## src/rtl/reg_writeback_queue.sv

```systemverilog
// Writeback queue in front of the register-file write port.
// ALU and load-unit writebacks are buffered in an in-order FIFO. One entry
// drains per clock into a registered write port. Pending writes, including
// the one currently on the port, can be looked up combinationally for
// operand bypass.
//
// Handshake: a request is accepted on a rising edge when its valid and its
// ready are both high. Ready depends only on the registered count, so ready
// never combinationally depends on the drain. mem_ready additionally depends
// on alu_valid, because a same-cycle ALU request claims a slot first. When
// both requests are accepted together, the ALU entry is the older of the two.
module reg_writeback_queue #(
    parameter int data_width    = 32,
    parameter int address_width = 5,
    parameter int fifo_depth    = 4
) (
    input  logic                          clock,
    input  logic                          reset,
    input  logic                          alu_valid,
    input  logic [address_width-1:0]      alu_address_d,
    input  logic [data_width-1:0]         alu_data_dval,
    output logic                          alu_ready,
    input  logic                          mem_valid,
    input  logic [address_width-1:0]      mem_address_d,
    input  logic [data_width-1:0]         mem_data_dval,
    output logic                          mem_ready,
    output logic                          write_enable,
    output logic [address_width-1:0]      address_d,
    output logic [data_width-1:0]         data_dval,
    input  logic [address_width-1:0]      address_s1,
    input  logic [address_width-1:0]      address_s2,
    output logic                          fwd_s1_hit,
    output logic [data_width-1:0]         fwd_s1val,
    output logic                          fwd_s2_hit,
    output logic [data_width-1:0]         fwd_s2val,
    output logic [$clog2(fifo_depth):0]   count,
    output logic                          empty
);

    localparam int PW = $clog2(fifo_depth);
    localparam int CW = PW + 1;
    localparam logic [CW-1:0] DEPTH = CW'(fifo_depth);

    logic [address_width-1:0] r_addr_mem [fifo_depth];
    logic [data_width-1:0]    r_data_mem [fifo_depth];
    logic [PW-1:0]            r_wr_ptr;
    logic [PW-1:0]            r_rd_ptr;
    logic [CW-1:0]            r_count;
    logic                     r_we;
    logic [address_width-1:0] r_addr_out;
    logic [data_width-1:0]    r_data_out;

    logic                     w_alu_push;
    logic                     w_mem_push;
    logic                     w_pop;
    logic [PW-1:0]            w_mem_idx;
    logic [CW-1:0]            w_count_next;
    logic [data_width:0]      w_s1;
    logic [data_width:0]      w_s2;

    // Ready uses the registered count only. Because of that, count can never exceed the depth.
    assign alu_ready = (r_count <= (DEPTH - CW'(1)));
    assign mem_ready = (r_count <= (DEPTH - (alu_valid ? CW'(2) : CW'(1))));

    // Writes to r0 complete the handshake but are dropped, since r0 is never written.
    assign w_alu_push   = alu_valid && alu_ready && (alu_address_d != '0);
    assign w_mem_push   = mem_valid && mem_ready && (mem_address_d != '0);
    assign w_pop        = (r_count != '0);
    assign w_mem_idx    = r_wr_ptr + PW'(w_alu_push);
    assign w_count_next = r_count + CW'(w_alu_push) + CW'(w_mem_push) - CW'(w_pop);

    // Entry storage. No reset is needed because only slots counted by r_count are ever read.
    always_ff @(posedge clock) begin
        if (w_alu_push) begin
            r_addr_mem[r_wr_ptr] <= alu_address_d;
            r_data_mem[r_wr_ptr] <= alu_data_dval;
        end
        if (w_mem_push) begin
            r_addr_mem[w_mem_idx] <= mem_address_d;
            r_data_mem[w_mem_idx] <= mem_data_dval;
        end
    end

    // Pointers, occupancy and the registered write port. On each edge, the head moves into the port.
    always_ff @(posedge clock or negedge reset) begin
        if (!reset) begin
            r_wr_ptr   <= '0;
            r_rd_ptr   <= '0;
            r_count    <= '0;
            r_we       <= 1'b0;
            r_addr_out <= '0;
            r_data_out <= '0;
        end else begin
            r_wr_ptr <= r_wr_ptr + PW'(w_alu_push) + PW'(w_mem_push);
            r_count  <= w_count_next;
            if (w_pop) begin
                r_rd_ptr   <= r_rd_ptr + PW'(1);
                r_we       <= 1'b1;
                r_addr_out <= r_addr_mem[r_rd_ptr];
                r_data_out <= r_data_mem[r_rd_ptr];
            end else begin
                r_we <= 1'b0;
            end
        end
    end

    // Scan the port register first (oldest), then FIFO entries from head to tail, so the youngest match wins.
    function automatic logic [data_width:0] lookup(input logic [address_width-1:0] a);
        logic [data_width:0] res;
        logic [PW-1:0]       idx;
        res = '0;
        idx = '0;
        if (a != '0) begin
            if (r_we && (r_addr_out == a)) begin
                res = {1'b1, r_data_out};
            end
            for (int i = 0; i < fifo_depth; i++) begin
                idx = r_rd_ptr + PW'(i);
                if ((CW'(i) < r_count) && (r_addr_mem[idx] == a)) begin
                    res = {1'b1, r_data_mem[idx]};
                end
            end
        end
        return res;
    endfunction

    // Bypass lookups. They see only committed-to-queue state, never same-cycle requests.
    always_comb begin
        w_s1 = lookup(address_s1);
        w_s2 = lookup(address_s2);
    end

    assign fwd_s1_hit   = w_s1[data_width];
    assign fwd_s1val    = w_s1[data_width-1:0];
    assign fwd_s2_hit   = w_s2[data_width];
    assign fwd_s2val    = w_s2[data_width-1:0];
    assign write_enable = r_we;
    assign address_d    = r_addr_out;
    assign data_dval    = r_data_out;
    assign count        = r_count;
    assign empty        = (r_count == '0) && !r_we;

endmodule

```

## config.mk

```make
export PLATFORM = sky130hd
export DESIGN_NAME = reg_writeback_queue
export DESIGN_NICKNAME = d
export VERILOG_FILES = /design/src/rtl/reg_writeback_queue.sv
export SDC_FILE = /design/constraint.sdc
export NUM_CORES = 1
export LEC_CHECK = 0
export BUFFER_PORTS_ARGS = -buffer_cell sky130_fd_sc_hd__buf_2
export CORE_MARGIN = 5
export CORE_UTILIZATION = 40
export CTS_CLUSTER_SIZE = 14
export DETAILED_ROUTE_END_ITERATION = 10
export SLEW_MARGIN = 10
export SYNTH_ARGS = -nofsm -noshare
export SYNTH_HDL_FRONTEND = slang
export SYNTH_SLANG_ARGS = --single-unit
```

## constraint.sdc

```tcl
create_clock -name clock -period 5.1 [get_ports clock]
set_clock_uncertainty 0.2 [all_clocks]
set_input_delay 0.765 -clock clock [delete_from_list [all_inputs] [get_ports clock]]
set_output_delay 0.765 -clock clock [all_outputs]
set_load 0.02 [all_outputs]
```

==> results of run 1 <==
## logic make-up (layout without fill, tap and decap cells)
group                    after synthesis  after routing  share of synthesized area (%)
AND/OR/NAND/NOR                      231            231                           7.11
adder cells (fa/ha/maj)                8              8                          0.780
multiplexers                         332            332                           34.2
XOR/XNOR                              55             55                           3.26
other                                  0              1                              0
AO/OA/AOI/OAI                        211            211                           12.5
flip-flops                           193            193                           37.7
buffers and inverters                141            291                           4.41
## final cells by class
type,instances,area (um^2),share of cell area (%)
antenna,1,2.50,0.0148
multi-input combinational,837,8690,51.5
timing repair buffer,238,1360,8.02
sequential,193,5580,33.0
inverter,21,78.8,0.467
clock inverter,13,149,0.882
clock buffer,19,443,2.62
tap,468,586,3.47
## state kept, by name, summed over array words and instances, names as in the netlist
signal / count
r_data_mem: 128
data_dval: 32
r_addr_mem: 20
address_d: 5
count: 3
r_rd_ptr: 2
r_wr_ptr: 2
write_enable: 1
## timing repair
action	in CTS	in global routing
endpoints found under the setup margin	2	11
resized for setup	2	5
pin swaps	0	1
gates cloned	0	0
## power by group
| group | switching (mW) | internal, mW |
|---|---|---|
| registers | 0.615 | 2.37 |
| clock network | 0.650 | 0.746 |
| logic | 3.92 | 2.84 |
## path summary, 6_finish.rpt
check / start / end
worst max-delay path: r_rd_ptr[0]$_DFFE_PN0N_ / fwd_s2val[17]
worst min-delay path: reset / data_dval[26]$_DFFE_PN0N_
worst max register to register: count[2]$_DFF_PN0_ / r_data_mem[2][30]$_DFFE_PP_
worst min register to register: data_dval[23]$_DFFE_PN0N_ / data_dval[23]$_DFFE_PN0N_
max in group asynchronous: reset / r_rd_ptr[0]$_DFFE_PN0N_
min in group clock: data_dval[23]$_DFFE_PN0N_ / data_dval[23]$_DFFE_PN0N_
## per-stage QoR
| stage | worst slack (ns) | hold WS [ns] | instances |
|---|---|---|---|
| 2_1_floorplan | 0.363 | 0.269 | 1171 |
| 3_3_place_gp | 0.481 | 0.325 | 1757 |
| 3_5_place_dp | 0.385 | 0.331 | 1757 |
| 4_1_cts | 0.0653 | 0.259 | 1789 |
| 5_1_grt | 0.0106 | 0.278 | 1789 |
| 6_report | 0.192 | 0.236 | 1790 |
## worst register-to-register path: stages, from the launching register on
cell	delay [ns]
dfrtp_1	0.53
inv_1	0.16
ha_1	0.24
a31oi_1	0.21
o211ai_1	0.30
nor3_2	0.22
buf_4	0.35
buf_4	0.46
mux2_2	0.40
## Yosys cell counts, types with 2 or more instances
master and n:
mux2_2 157, edfxtp_1 148, mux4_2 122, nand2_1 116
clkbuf_1 71, a22oi_1 60, o31ai_1 60, mux2i_1 52
dfrtp_1 45, nor2_1 41, nor4_1 35, a221oi_1 34
a221oi_2 30, xnor2_1 29, buf_2 28, xor2_1 26
inv_1 20, nor3_1 12, buf_6 11, buf_1 9
o21ai_0 9, ha_1 6, nand3_1 5, nand4_1 5
a21oi_1 4, and2_1 4, nor2b_1 4, o311ai_1 4
or4_1 3, a211o_1 2, a31oi_1 2, fa_1 2
o21bai_1 2
## layer usage
layer | up-vias | GRT usage [%] | routed length [um]
met5 | - | 0 | 41
met4 | 6 | 7.44 | 1280
met3 | 85 | 6.47 | 3990
met2 | 557 | 36.2 | 22200
met1 | 5767 | 28.8 | 18900
li1 | 5024 | - | -
==> impl_metrics.toml, run 1 <==
[run_status]
status = "finished clean"

[final_layout]
final_nets = 1404
layout_common_cells = "buf_2 (197), mux2_2 (157), edfxtp_1 (148)"
layout_commonest_cell = "buf_2"
n_fill_cell = 3282
postLayoutCoreUtil_pct = 46.2
fin_area_um2 = 16900
drive_above_1_share_pct = 46.0
area_growth_pct = 14.4

[timing]
setup_viol = 0
rsz0062_at_grt = "no"
max_freq_mhz = 204
finalHoldViolCount = 0
fin_crit_ns = 4.91
finalSetupTns_ns = 0
max_slew.worst_pin.slew_ns = 0.960
drv_slew = 0
max_slew_margin_pct = 35.8
post-route-period-util_pct = 96.2

[critical_path]
path_cells = "mux4_2, xor2_1, a211o_1, a2111oi_4, nor2_4, buf_4, a221oi_2, o31ai_1, buf_2"
slowest_delay_ns = 0.74
path_buf_inv = 2
reg2reg_slack_ns = 1.79
crit_path_end_kind = "primary output"
start_kind = "flop"
path_class = "flop to primary output"
r2r_cells = 8
cp_slowest_cell = "nor2_4"
critPathArrivalTime_ns = 3.94
crit_cells = 9
cp_top_family = "simple AND/OR/NAND/NOR gates"
cp.required_ns = 4.14
path_max_fanout = 25

[pwr]
powerDensity_nw_per_um2 = 660
p_total_mw = 11.1
vdd_drop_max_mv = 0.360
power.leakage_nw = 6.16

[drt]
vias = 11400
drc_errors = 0
wirelength_mm = 46.5
drtIter0Drc = 1151
ant_nets = 0
drtPass1Iterations = 5
routedWlPerCell_um = 26.0
vias_per_cell = 6.39

[cts]
ctsHoldBuffers = 0
cts-htree-levels = 4
cts_tree = "done"
clockBufferDepth = 2
cts_root_buf = "clkbuf_16"
cts_setup_buffers = 0
clkLatencyLatePin_ns = 0.46
numCtsBuffers = 17
path_clk_slew_ns = 0.08
cts_num_sinks = 193

[floorplan]
fp.dieH_um = 202
rows = 70
floorplan.initialDensity_pct = 40.4
io_pins = 198
dieArea_um2 = 40800
core_um2 = 36500
die_x_um = 202

[global_routing]
grt_pass1_wl_mm = 70.5
gr-total-overflow = 0
track_usage_pct = 22.3
grt_max_degree = 131
grt_pass1_vias = 11700
antenna_found_initial = 3

[logic_synthesis]
syn-cell-area_um2 = 14800
synth-edff-count = 148
synth_fp_nets = 1267
synth_cell_types = 46
yosys_most_used_dff = "edfxtp_1"
synth_area_leaders = "edfxtp_1 (30%), mux4_2 (19%), mux2_2 (12%)"
syn_inst = 1171
yosys.area.top_type = "edfxtp_1"
async_flop_share_pct = 23.3
yosys_warnings = 0
yosysSeqAreaShare_pct = 37.7
synth_top_area_share_pct = 30.1
postSynthAreaPerCell_um2 = 12.6
ys_seq_elements = 193

[place]
port_buffers = 197
hpwlAfterDp_mm = 31.7
dpl_cell_area_um2 = 16300
gp_congestion = 0.833

[run]
max_cap_violations = 0

[worst_hold_path]
hold_class = "primary input to async pin"
Power figures use the tool's default switching activity.
==> inputs of run 2 (changes only) <==
Settings changed: PLACE_DENSITY set to 0.67.
Clock period 5.1 ns to 4.1 ns, I/O delays scaled along.
==> impl_metrics.toml, run 2 (synthesis results as in run 1) <==
[run_status]
status = "finished, violations left"
violations = "negative setup slack"

[cts]
clockBufferDepth = 2
path_clk_slew_ns = 0.08
numCtsBuffers = 17
clkLatencyLatePin_ns = 0.46
ctsHoldBuffers = 0
cts_tree = "done"
cts_root_buf = "clkbuf_16"
cts_num_sinks = 193
cts-htree-levels = 4

[global_routing]
gr-total-overflow = 0
track_usage_pct = 23.4
grt_pass1_vias = 12300
grt_max_degree = 131
antenna_found_initial = 5
grt_pass1_wl_mm = 74.2

[critical_path]
rr_endpoint = "r_data_mem[0][12]$_DFFE_PP_"
r2r_start = "count[2]$_DFF_PN0_"
startpoint = "r_rd_ptr[0]$_DFFE_PN0N_"
cp.required_ns = 3.28
reg2reg_slack_ns = 1.04
critPathArrivalTime_ns = 3.47
path_class = "flop to primary output"
crit_path_end_kind = "primary output"
path_max_fanout = 6
start_kind = "flop"
r2r_cells = 7

[timing]
post-route-period-util_pct = 105
max_freq_mhz = 233
max_slew_margin_pct = 30.5
finalHoldViolCount = 0
rsz0062_at_grt = "yes"
drv_slew = 0
setup_slack_ns = -0.186
fin_crit_ns = 4.29
max_slew.worst_pin.slew_ns = 1.04
hold_ws_ns = 0.128
setup_viol = 46

[floorplan]
fp.dieH_um = 202
core_um2 = 36500
io_pins = 198
die_x_um = 202
floorplan.initialDensity_pct = 40.4
rows = 70
dieArea_um2 = 40800

[final_layout]
drive_above_1_share_pct = 54.6
n_fill_cell = 3000
area_growth_pct = 28.2
fin_cells = 1862
layout_commonest_cell = "mux2_2"
regMostFlops = "r_data_mem"
largest_register_ffs = 128
layout_common_cells = "mux2_2 (157), buf_2 (149), edfxtp_1 (148)"
final_nets = 1473
postLayoutCoreUtil_pct = 51.8

[drt]
vias_per_cell = 6.61
drtPass1Iterations = 5
wirelength_mm = 51.0
routedWlPerCell_um = 27.4
ant_nets = 0
drc_errors = 0
vias = 12300
drtIter0Drc = 1339

[pwr]
p_total_mw = 15.6
power.leakage_nw = 6.91
power_frac_seq_pct = 23.6
p_int_mw = 8.48
vdd_drop_max_mv = 0.421
switchingPower_mw = 7.15
swShare_pct = 45.8
powerDensity_nw_per_um2 = 826
clock_power_share_pct = 11.7
power_frac_comb_pct = 64.7

[place]
port_buffers = 197
hpwlAfterDp_mm = 31.9
dp_cells = 1775
gp_congestion = 0.936
place_ws_ns = 0.0914

[worst_hold_path]
hold_class = "primary input to async pin"

[run]
max_cap_violations = 0
## run 2: cell types whose count changed in the layout (fill, tap and decap cells not counted), moves of 23 or more
cell / before / now
buf_4: 34 / 92
buf_2: 197 / 149
o31ai_1: 58 / 23
o31ai_2: 2 / 31
a22oi_1: 60 / 37
a22oi_2: 0 / 23
## run 2: worst max-delay path: stages (launching register included)
cell and delay (ns):
dfrtp_4 0.51, buf_6 0.14, mux4_2 0.46, xor2_1 0.16
a211o_1 0.26, a2111oi_4 0.36, buf_12 0.20, nor2_4 0.08
clkbuf_16 0.21, a221oi_2 0.30, o31ai_2 0.14, buf_4 0.18
## run 2: worst max-delay path by stage
stage                                      end  slack, ns
floorplan           r_addr_mem[0][0]$_DFFE_PP_       0.25
global route                     fwd_s2val[24]      -0.29
CTS                               fwd_s2val[4]      -0.07
detailed placement               fwd_s2val[31]       0.09
finish                           fwd_s2val[13]      -0.19
global placement                 fwd_s1val[10]       0.04
## run 2: timing repair
action / in CTS / in global routing
cloned: 2 / 12
buffers inserted: 21 / 16
setup endpoints to repair: 66 / 66
resized for setup: 73 / 140
pin swaps: 16 / 35
## run 2: power by group through the flow
| stage | clock (mW) | combinational, mW | sequential, mW |
|---|---|---|---|
| finish | 1.83 | 10.1 | 3.69 |
| floorplan | 0 | 6.01 | 3.67 |
| global route | 1.92 | 10.7 | 3.76 |
| global placement | 0 | 8.44 | 3.67 |
| CTS | 1.85 | 9.14 | 3.61 |
| detailed placement | 0 | 8.57 | 3.72 |
## run 2: area by class of cell
type                            instances  area (um^2)  share of cell area, %
Tap cell                              468          586                   3.09
Multi-Input combinational cell        838         9460                   50.0
Antenna cell                            4         10.0                 0.0529
Clock buffer                           19          433                   2.29
Inverter                               21         78.8                  0.417
Clock inverter                         13          184                  0.972
Timing Repair Buffer                  306         2600                   13.7
Sequential cell                       193         5580                   29.5
## run 2: per-stage QoR
stage | instance area, um^2 | setup TNS, ns
after floorplan | 14800 | 0
after global placement | 16600 | 0
after detailed placement | 16600 | 0
after CTS | 17800 | -0.908
after global routing | 18900 | -9.71
final | 18900 | -2.82
## run 2: routing by layer
| metal | track usage, % | vias to the layer above | share of wire [%] |
|---|---|---|---|
| li1 | - | 5174 | - |
| met2 | 37.8 | 804 | 48 |
| met5 | 0 | - | 0.025 |
| met3 | 5.39 | 148 | 9.3 |
| met4 | 9.63 | 2 | 3.9 |
| met1 | 30.5 | 6172 | 39 |
